===== config.mk =====
export PLATFORM = sky130hd
export DESIGN_NAME = receiver_wrapper
export DESIGN_NICKNAME = d
export VERILOG_FILES = /design/src/rtl/receiver_wrapper.sv
export SDC_FILE = /design/constraint.sdc
export NUM_CORES = 1
export LEC_CHECK = 0
export CAP_MARGIN = 20
export CORE_MARGIN = 1
export CORE_UTILIZATION = 35
export CTS_CLUSTER_SIZE = 25
export DETAILED_ROUTE_END_ITERATION = 10
export PLACE_DENSITY = 0.46
export SYNTH_ARGS = -nofsm -noshare
export SYNTH_HDL_FRONTEND = slang
export SYNTH_SLANG_ARGS = --single-unit
export TNS_END_PERCENT = 10

===== constraint.sdc =====
create_clock -name clk -period 6.2 [get_ports clk]
set_input_delay 0.93 -clock clk [delete_from_list [all_inputs] [get_ports clk]]
set_output_delay 0.93 -clock clk [all_outputs]
set_load 0.005 [all_outputs]

===== src/rtl/receiver_wrapper.sv =====
// -----------------------------------------------------------------------------
// receiver_wrapper
//   UART receive path: a two-flop synchroniser and an 8N1 deserialiser (LSB
//   first) feeding a small distributed-RAM FIFO. The consumer drains the FIFO
//   with a valid/ready handshake. Frames that arrive while the FIFO is full are
//   dropped and raise the sticky overflow flag. Frames whose stop bit samples 0
//   are dropped and raise the sticky framing_error flag.
//
// Handshake: out is meaningful whenever valid is high. A byte is consumed on
//   every rising clk edge where valid && ready. While valid && !ready, out and
//   valid hold steady. ready is ignored while valid is low.
//
// Parameters
//   RECEIVER_PERIOD  clock cycles per serial bit (integer >= 4)
//   IN_BUFFER_WIDTH  FIFO pointer width; usable depth is 2**IN_BUFFER_WIDTH-1
//
// Ports
//   clk            in   system clock, rising edge
//   rst_n          in   asynchronous reset, active low
//   in             in   serial RX line, idles high
//   out[7:0]       out  byte at the FIFO head
//   valid          out  FIFO non-empty
//   ready          in   consumer accepts out this cycle
//   overflow       out  sticky: a byte was dropped because the FIFO was full
//   framing_error  out  sticky: a frame was dropped for a bad stop bit
// -----------------------------------------------------------------------------
module receiver_wrapper #(
    parameter int RECEIVER_PERIOD = 868,
    parameter int IN_BUFFER_WIDTH = 4
) (
    input  logic       clk,
    input  logic       rst_n,
    input  logic       in,
    output logic [7:0] out,
    output logic       valid,
    input  logic       ready,
    output logic       overflow,
    output logic       framing_error
);

    localparam int CW    = $clog2(RECEIVER_PERIOD);
    localparam int DEPTH = 1 << IN_BUFFER_WIDTH;

    // The counter is loaded with N-1 and counts down to 0, so the sample
    // lands exactly N cycles after the load.
    localparam logic [CW-1:0] HALF_LOAD = CW'(RECEIVER_PERIOD / 2 - 1);
    localparam logic [CW-1:0] FULL_LOAD = CW'(RECEIVER_PERIOD - 1);
    localparam logic [CW-1:0] CNT_ZERO  = '0;
    localparam logic [CW-1:0] CNT_ONE   = CW'(1);
    localparam logic [IN_BUFFER_WIDTH-1:0] PTR_ONE = IN_BUFFER_WIDTH'(1);

    typedef enum logic [1:0] {
        IDLE  = 2'd0,
        START = 2'd1,
        DATA  = 2'd2,
        STOP  = 2'd3
    } state_t;

    // Synchroniser
    logic r_sync1;
    logic r_sync2;
    logic w_s;

    // Deserialiser
    state_t        r_state;
    state_t        w_state_nxt;
    logic [CW-1:0] r_cnt;
    logic [CW-1:0] w_cnt_nxt;
    logic [2:0]    r_bit;
    logic [2:0]    w_bit_nxt;
    logic [7:0]    r_shift;
    logic [7:0]    w_shift_nxt;
    logic          w_stop_sample;
    logic          w_stop_good;

    // FIFO
    logic [7:0]                 r_buf [DEPTH];
    logic [IN_BUFFER_WIDTH-1:0] r_in_ptr;
    logic [IN_BUFFER_WIDTH-1:0] r_out_ptr;
    logic [IN_BUFFER_WIDTH-1:0] w_in_ptr_inc;
    logic                       w_full;
    logic                       w_empty;
    logic                       w_push;
    logic                       w_pop;

    // Sticky flags
    logic r_overflow;
    logic r_framing_error;

    // -------------------------------------------------------------------------
    // Two-flop synchroniser; flops reset to the idle line level.
    // -------------------------------------------------------------------------
    always_ff @(posedge clk or negedge rst_n) begin
        if (!rst_n) begin
            r_sync1 <= 1'b1;
            r_sync2 <= 1'b1;
        end else begin
            r_sync1 <= in;
            r_sync2 <= r_sync1;
        end
    end

    assign w_s = r_sync2;

    // -------------------------------------------------------------------------
    // Deserialiser FSM: state register
    // -------------------------------------------------------------------------
    always_ff @(posedge clk or negedge rst_n) begin
        if (!rst_n) begin
            r_state <= IDLE;
            r_cnt   <= '0;
            r_bit   <= '0;
            r_shift <= '0;
        end else begin
            r_state <= w_state_nxt;
            r_cnt   <= w_cnt_nxt;
            r_bit   <= w_bit_nxt;
            r_shift <= w_shift_nxt;
        end
    end

    // -------------------------------------------------------------------------
    // Deserialiser FSM: next state and stop-bit outcome
    // -------------------------------------------------------------------------
    always_comb begin
        w_state_nxt   = r_state;
        w_cnt_nxt     = r_cnt;
        w_bit_nxt     = r_bit;
        w_shift_nxt   = r_shift;
        w_stop_sample = 1'b0;
        w_stop_good   = 1'b0;

        case (r_state)
            IDLE: begin
                if (!w_s) begin
                    w_state_nxt = START;
                    w_cnt_nxt   = HALF_LOAD;
                end
            end

            START: begin
                if (r_cnt == CNT_ZERO) begin
                    // A line that is high again at mid start bit was a glitch.
                    if (w_s) begin
                        w_state_nxt = IDLE;
                    end else begin
                        w_state_nxt = DATA;
                        w_cnt_nxt   = FULL_LOAD;
                        w_bit_nxt   = 3'd0;
                    end
                end else begin
                    w_cnt_nxt = r_cnt - CNT_ONE;
                end
            end

            DATA: begin
                if (r_cnt == CNT_ZERO) begin
                    // LSB arrives first, so shift right and insert at the top.
                    w_shift_nxt = {w_s, r_shift[7:1]};
                    w_cnt_nxt   = FULL_LOAD;
                    if (r_bit == 3'd7) begin
                        w_state_nxt = STOP;
                    end else begin
                        w_bit_nxt = r_bit + 3'd1;
                    end
                end else begin
                    w_cnt_nxt = r_cnt - CNT_ONE;
                end
            end

            STOP: begin
                if (r_cnt == CNT_ZERO) begin
                    // Back to IDLE mid stop bit so a following start edge is
                    // never missed.
                    w_stop_sample = 1'b1;
                    w_stop_good   = w_s;
                    w_state_nxt   = IDLE;
                end else begin
                    w_cnt_nxt = r_cnt - CNT_ONE;
                end
            end

            default: begin
                w_state_nxt = IDLE;
            end
        endcase
    end

    // -------------------------------------------------------------------------
    // FIFO. One slot is sacrificed so that full and empty are distinguishable
    // from the pointers alone. full is taken from the current pointers, so a
    // pop in the same cycle does not make room for a push.
    // -------------------------------------------------------------------------
    assign w_in_ptr_inc = r_in_ptr + PTR_ONE;
    assign w_full       = (w_in_ptr_inc == r_out_ptr);
    assign w_empty      = (r_in_ptr == r_out_ptr);
    assign w_push       = w_stop_sample && w_stop_good && !w_full;
    assign w_pop        = !w_empty && ready;

    always_ff @(posedge clk) begin
        if (w_push) begin
            r_buf[r_in_ptr] <= r_shift;
        end
    end

    always_ff @(posedge clk or negedge rst_n) begin
        if (!rst_n) begin
            r_in_ptr  <= '0;
            r_out_ptr <= '0;
        end else begin
            if (w_push) begin
                r_in_ptr <= w_in_ptr_inc;
            end
            if (w_pop) begin
                r_out_ptr <= r_out_ptr + PTR_ONE;
            end
        end
    end

    always_ff @(posedge clk or negedge rst_n) begin
        if (!rst_n) begin
            r_overflow      <= 1'b0;
            r_framing_error <= 1'b0;
        end else begin
            if (w_stop_sample && w_stop_good && w_full) begin
                r_overflow <= 1'b1;
            end
            if (w_stop_sample && !w_stop_good) begin
                r_framing_error <= 1'b1;
            end
        end
    end

    assign out           = r_buf[r_out_ptr];
    assign valid         = !w_empty;
    assign overflow      = r_overflow;
    assign framing_error = r_framing_error;

endmodule


After elaboration in Yosys (flattened, before gate mapping)
Memories as Yosys holds them, arrays and structs flattened.
Cells that the tools add are included.
Storage, ports and cells
  memories kept: 1
  memory bits (writable): 128
  bits of input ports: 4
  flip-flop bits (word level): 35
  word-level logic and storage cells: 69
Operators by class
  muxes and demuxes: 24
  equality and inequality tests: 15
  reduce and logical (&&, ||, !) cells: 15
  add/sub/neg operators: 4
Memories
  r_buf: words 16, width 8, rd ports 1, clocked after Yosys merged registers in 0, write ports 1, line 77  | logic [7:0] r_buf [DEPTH];
Operators with widths (count)
  $mux W10: 5
  $pmux W10 S4: 1
  $ne A2 B2 Y1 const B: 8
  $mux W2: 6
  $mux W3: 4
  $logic_not A10 Y1: 1
  $reduce_and A5 Y1: 2
  $sub A10 B1 Y10 const B: 1
  $add A4 B1 Y4 const B: 2
  $eq A4 B4 Y1: 2
  $pmux W2 S4: 1
  $mux W1: 6
  $pmux W3 S2: 1
  $logic_and A1 B1 Y1: 5
  $eq A2 B2 Y1 const B: 2
  $add A3 B1 Y3 const B: 1
  $eq A3 B3 Y1 const B: 1
  $logic_not A1 Y1: 3
  $ne A3 B3 Y1 const B: 1
  $reduce_and A3 Y1: 1
  $eq A2 B1 Y1 const B: 1
  $logic_not A2 Y1: 1
  $reduce_and A2 Y1: 1
  $reduce_bool A2 Y1: 1

Depth between registers and ports, before layout
  depth after elaboration: 7
  gate-level depth with buffers: 8
  gate-level depth less buffers: 7

Worst setup path after synthesis
Ideal clock, no wire load.
  path kind: reg-to-output
  start point: register r_out_ptr[0]
  end point: output out[2]
  arrival: 1819 ps
  data required time: 5270 ps
  path slack: 3451 ps
  cell stages (with the launch flop): 6
  path buffers: 2
  path through: dfrtp_1 > buf_2 > buf_1 > mux4_2 > a22oi_1 > nand2_1
Between the ends
  cells in the longest elaborated chain, start to end: 1
RTL lines
  start: declaration: line 79  | logic [IN_BUFFER_WIDTH-1:0] r_out_ptr;
  start signal: assignment: line 215  | r_out_ptr <= r_out_ptr + PTR_ONE;
  $mem_v2 Z16 W8
  end: declaration: line 34  | output logic [7:0] out,
No other way between the ends.

Final worst setup path
  start point: register r_out_ptr[0]
  end point: output out[6]
The elaborated chain is that of the path after synthesis.

==> summary.md <==
| Metric | Value |
|---|---|
| Final critical-path share of the clock period | 0.647 |
| Synth cell types | 54 |
| Drt pass-1 iters | 4 |
| Die width | 144 um |
| Die Y | 144 um |
| Sequential Power Share | 0.512 |
| Port bufs | 14 |
| Clk_lat worst skew | 420 ps |
| Status | finished clean |
| Cell area after synthesis | 7040 um^2 |
| Switch share | 0.179 |
| Clock transition at the registers of the reported paths | 60 ps |
| CTS tree | yes |
| Period minus WS final | 4010 ps |
| Vias | 3810 |
| GPL Wtd Cong | 0.763 |
| Routed length per instance | 19.9 um |
| Syn Nets | 467 |
| Layout Skew | 9.63 ps |
| DRC viols | 0 |
| Hold crit path type | flip-flop to flip-flop |
| Async SR Flop Fraction | 0.215 |
| Max-cap violation count | 0 |
| Largest family of logic cells by synthesized area | multiplexers |
| First DRT Iteration DRCs | 238 |
| Synth warnings | 0 |
| Clock sink total | 163 |
| Area of the die | 20700 um^2 |
| Clock Path Buffers | 2 |
| Crit-path leading delay family | buffers and inverters |
| Lkg Pwr | 2.43 nW |
| Share of layout cells above drive strength 1 | 0.185 |
| CP startpoint kind | flip-flop |
| Worst Path Required | 5270 ps |
| Post-synth EDFFs | 128 |
| I/O pins | 15 |
| Syn-to-layout area delta | 14.6% |
| Net Sw Power | 409 uW |
| Logic pwr share | 0.003 |
| Critical Path AT | 3080 ps |
| Crit-path cells | buf_4, mux2_2, o21ai_0, a21oi_1, o21ai_0, nand2_1, clkdlybuf4s50_1 |
| RSZ-0062 raised after global routing | no |
| Crit path max fanout | 22 |
| Placeable Area | 19600 um^2 |
| Synth Instances | 449 |
| Area share of xor/xnor cells in the synthesized design | 0.0174 |
| Cts hold-fix bufs | 0 |
| Antenna violations before repair | 0 |
| Setup repair bufs after CTS | 0 |
| Maximum vdd drop | 0.194 mV |
| H-tree depth | 4 |
| Crit path top cell by count | o21ai_0 |
| GRT Residual Overflow | 0 |
| Routed vias/inst | 5.14 |
| Adder-cell area share of the yosys netlist | 0.0249 |
| Critical-path top delay cell | dfrtp_2 |
| ANT nets after route | 0 |
| Post-synthesis mux area share | 0.119 |
| Initial core utilization | 0.359 |
| Synthesized flop and latch total | 163 |
| Ant. Diodes | 0 |
| Final Hold Violating Endpoints | 0 |
| Final setup fails | 0 |
| Post-CTS Resized | 0 |
| Fmax | 249 MHz |
| Total negative slack | 0 ps |
| Placed wire-length estimate | 9960 um |
| Final WL | 14700 um |
| Worst slew margin | 0.440 |
| Ys flop type | edfxtp_1 |
| Nets | 484 |
| Num rows | 51 |
| Final Slew Violations | 0 |
| Worst Path Class, Setup | flip-flop to output port |
| Clock power share | 0.485 |
| CP bufs+invs | 2 |
| CTS Buf Count | 17 |
| Synth Area in Compound Gates | 0.0811 |
| CP max stage delay | 820 ps |
| Worst Tran Pin Value | 840 ps |
| CP endpoint kind | output port |
| First-pass GRT wire length | 23000 um |
| Total GRT Usage | 0.156 |
| Pint | 1.87 mW |
| Synth Area in Simple Gates | 0.0672 |
| Pwr Density | 283 nW/um^2 |
| Root Buffer | clkbuf_16 |
| Mapped Avg Cell Area | 15.7 um^2 |
| Seq/Total Area, Yosys | 0.671 |
| Vias in the first global route | 3797 |
| Largest net degree at the start of global routing | 36 |
| Final Core Density | 0.412 |
-- synthesized netlist by cell type (6+ instances only) --
| cell | instances | share of area |
|---|---|---|
| xor2_1 | 6 | 0.0075 |
| o21ai_0 | 27 | 0.019 |
| dfrtp_1 | 33 | 0.12 |
| clkbuf_1 | 9 | 0.0048 |
| a22oi_1 | 8 | 0.0085 |
| and2_1 | 18 | 0.016 |
| mux4_2 | 16 | 0.051 |
| ha_1 | 14 | 0.025 |
| nand2_1 | 18 | 0.0096 |
| a21oi_1 | 17 | 0.012 |
| inv_1 | 14 | 0.0075 |
| buf_2 | 8 | 0.0057 |
| nor2_1 | 7 | 0.0037 |
| mux2i_1 | 25 | 0.036 |
| nor3_1 | 8 | 0.0057 |
| xnor2_1 | 8 | 0.010 |
| edfxtp_1 | 128 | 0.55 |
| mux2_2 | 18 | 0.029 |
| a221oi_1 | 9 | 0.011 |
-- power groups by stage --
stage | registers (mW) | clock network (mW) | logic [mW]
after floorplan | 1.19 | 0 | 0.00143
after global placement | 1.19 | 0 | 0.00720
after detailed placement | 1.19 | 0 | 0.00713
after CTS | 1.17 | 1.13 | 0.00712
after global routing | 1.17 | 1.17 | 0.00787
final | 1.17 | 1.11 | 0.00669
-- through the flow --
stage	power (mW)	hold WS, ps	cells	area [um^2]	worst slack, ps
finish	2.28	355	741	8070	2190
global route	2.35	364	741	8070	2010
CTS	2.30	356	741	8070	2130
detailed placement	1.20	347	712	7450	2590
global placement	1.20	346	712	7450	2610
floorplan	1.19	345	449	7040	3450
-- worst paths after layout --
path                       depth (start not counted)      endpoint  slack, ps    startpoint
min in group asynchronous                          1      r_cnt[7]        610         rst_n
hold reg to reg                                    0       r_sync2        360       r_sync1
max in group asynchronous                          1  r_out_ptr[0]       5000         rst_n
hold / removal                                     0       r_sync2        360       r_sync1
setup / recovery                                   7        out[6]       2190  r_out_ptr[0]
setup reg to reg                                   6   r_buf[8][6]       3310  r_out_ptr[0]
-- routing by layer --
metal,routed length [um],GRT usage,vias to the layer above,part of all wire
met5,0,0,-,0
met4,164,0.0554,0,0.011
met3,470,0.0357,13,0.032
met2,7050,0.244,54,0.48
met1,7030,0.213,1970,0.48
li1,-,-,1773,-
-- placed cells by master, fill, tap and decap left out, types with 3 or more instances in the layout --
| cell | n |
|---|---|
| a21o_1 | 3 |
| a21oi_1 | 17 |
| a221oi_1 | 9 |
| a22oi_1 | 8 |
| a311oi_1 | 3 |
| and2_1 | 18 |
| buf_4 | 4 |
| bufinv_16 | 5 |
| clkbuf_16 | 17 |
| clkdlybuf4s50_1 | 13 |
| dfrtp_1 | 32 |
| edfxtp_1 | 128 |
| ha_1 | 14 |
| inv_1 | 14 |
| mux2_2 | 18 |
| mux2i_1 | 25 |
| mux4_2 | 16 |
| nand2_1 | 18 |
| nand3_1 | 5 |
| nand4_1 | 3 |
| nor2_1 | 7 |
| nor2_2 | 3 |
| nor3_1 | 8 |
| nor4_2 | 3 |
| o21ai_0 | 27 |
| o21bai_1 | 3 |
| xnor2_1 | 8 |
| xor2_1 | 6 |
-- sequential cells by signal, indices dropped and copies added, names as in the netlist, named ones only --
| register | cells |
|---|---|
| r_out_ptr | 4 |
| r_shift | 8 |
| r_sync2 | 1 |
| framing_error | 1 |
| r_cnt | 10 |
| r_in_ptr | 4 |
| r_bit | 3 |
| r_buf | 128 |
| r_sync1 | 1 |
| overflow | 1 |
| r_state | 1 |
-- worst reg2reg max path: cells and delay by family (launching register included) --
family,cells,cell delay [ps]
xor+xnor,1,300
buf+inv,1,370
simple gates,3,620
flops,1,820
compound gates,1,490
-- final cells by class --
type                            count  area, um^2
Sequential cell                   163        4720
Tap cell                          265         332
Clock inverter                     11         188
Inverter                           14        52.6
Fill cell                        1786       11500
Clock buffer                       18         429
Multi-Input combinational cell    252        2180
Timing Repair Buffer               18         165
-- logic make-up (layout without fill, tap and decap cells) --
group,after synthesis,after routing
simple gates,79,79
mux,61,61
compound gates,84,84
xor+xnor,14,14
flops,163,163
fa+ha+maj,14,14
buf+inv,34,61
(Power assumes the default switching activity.)
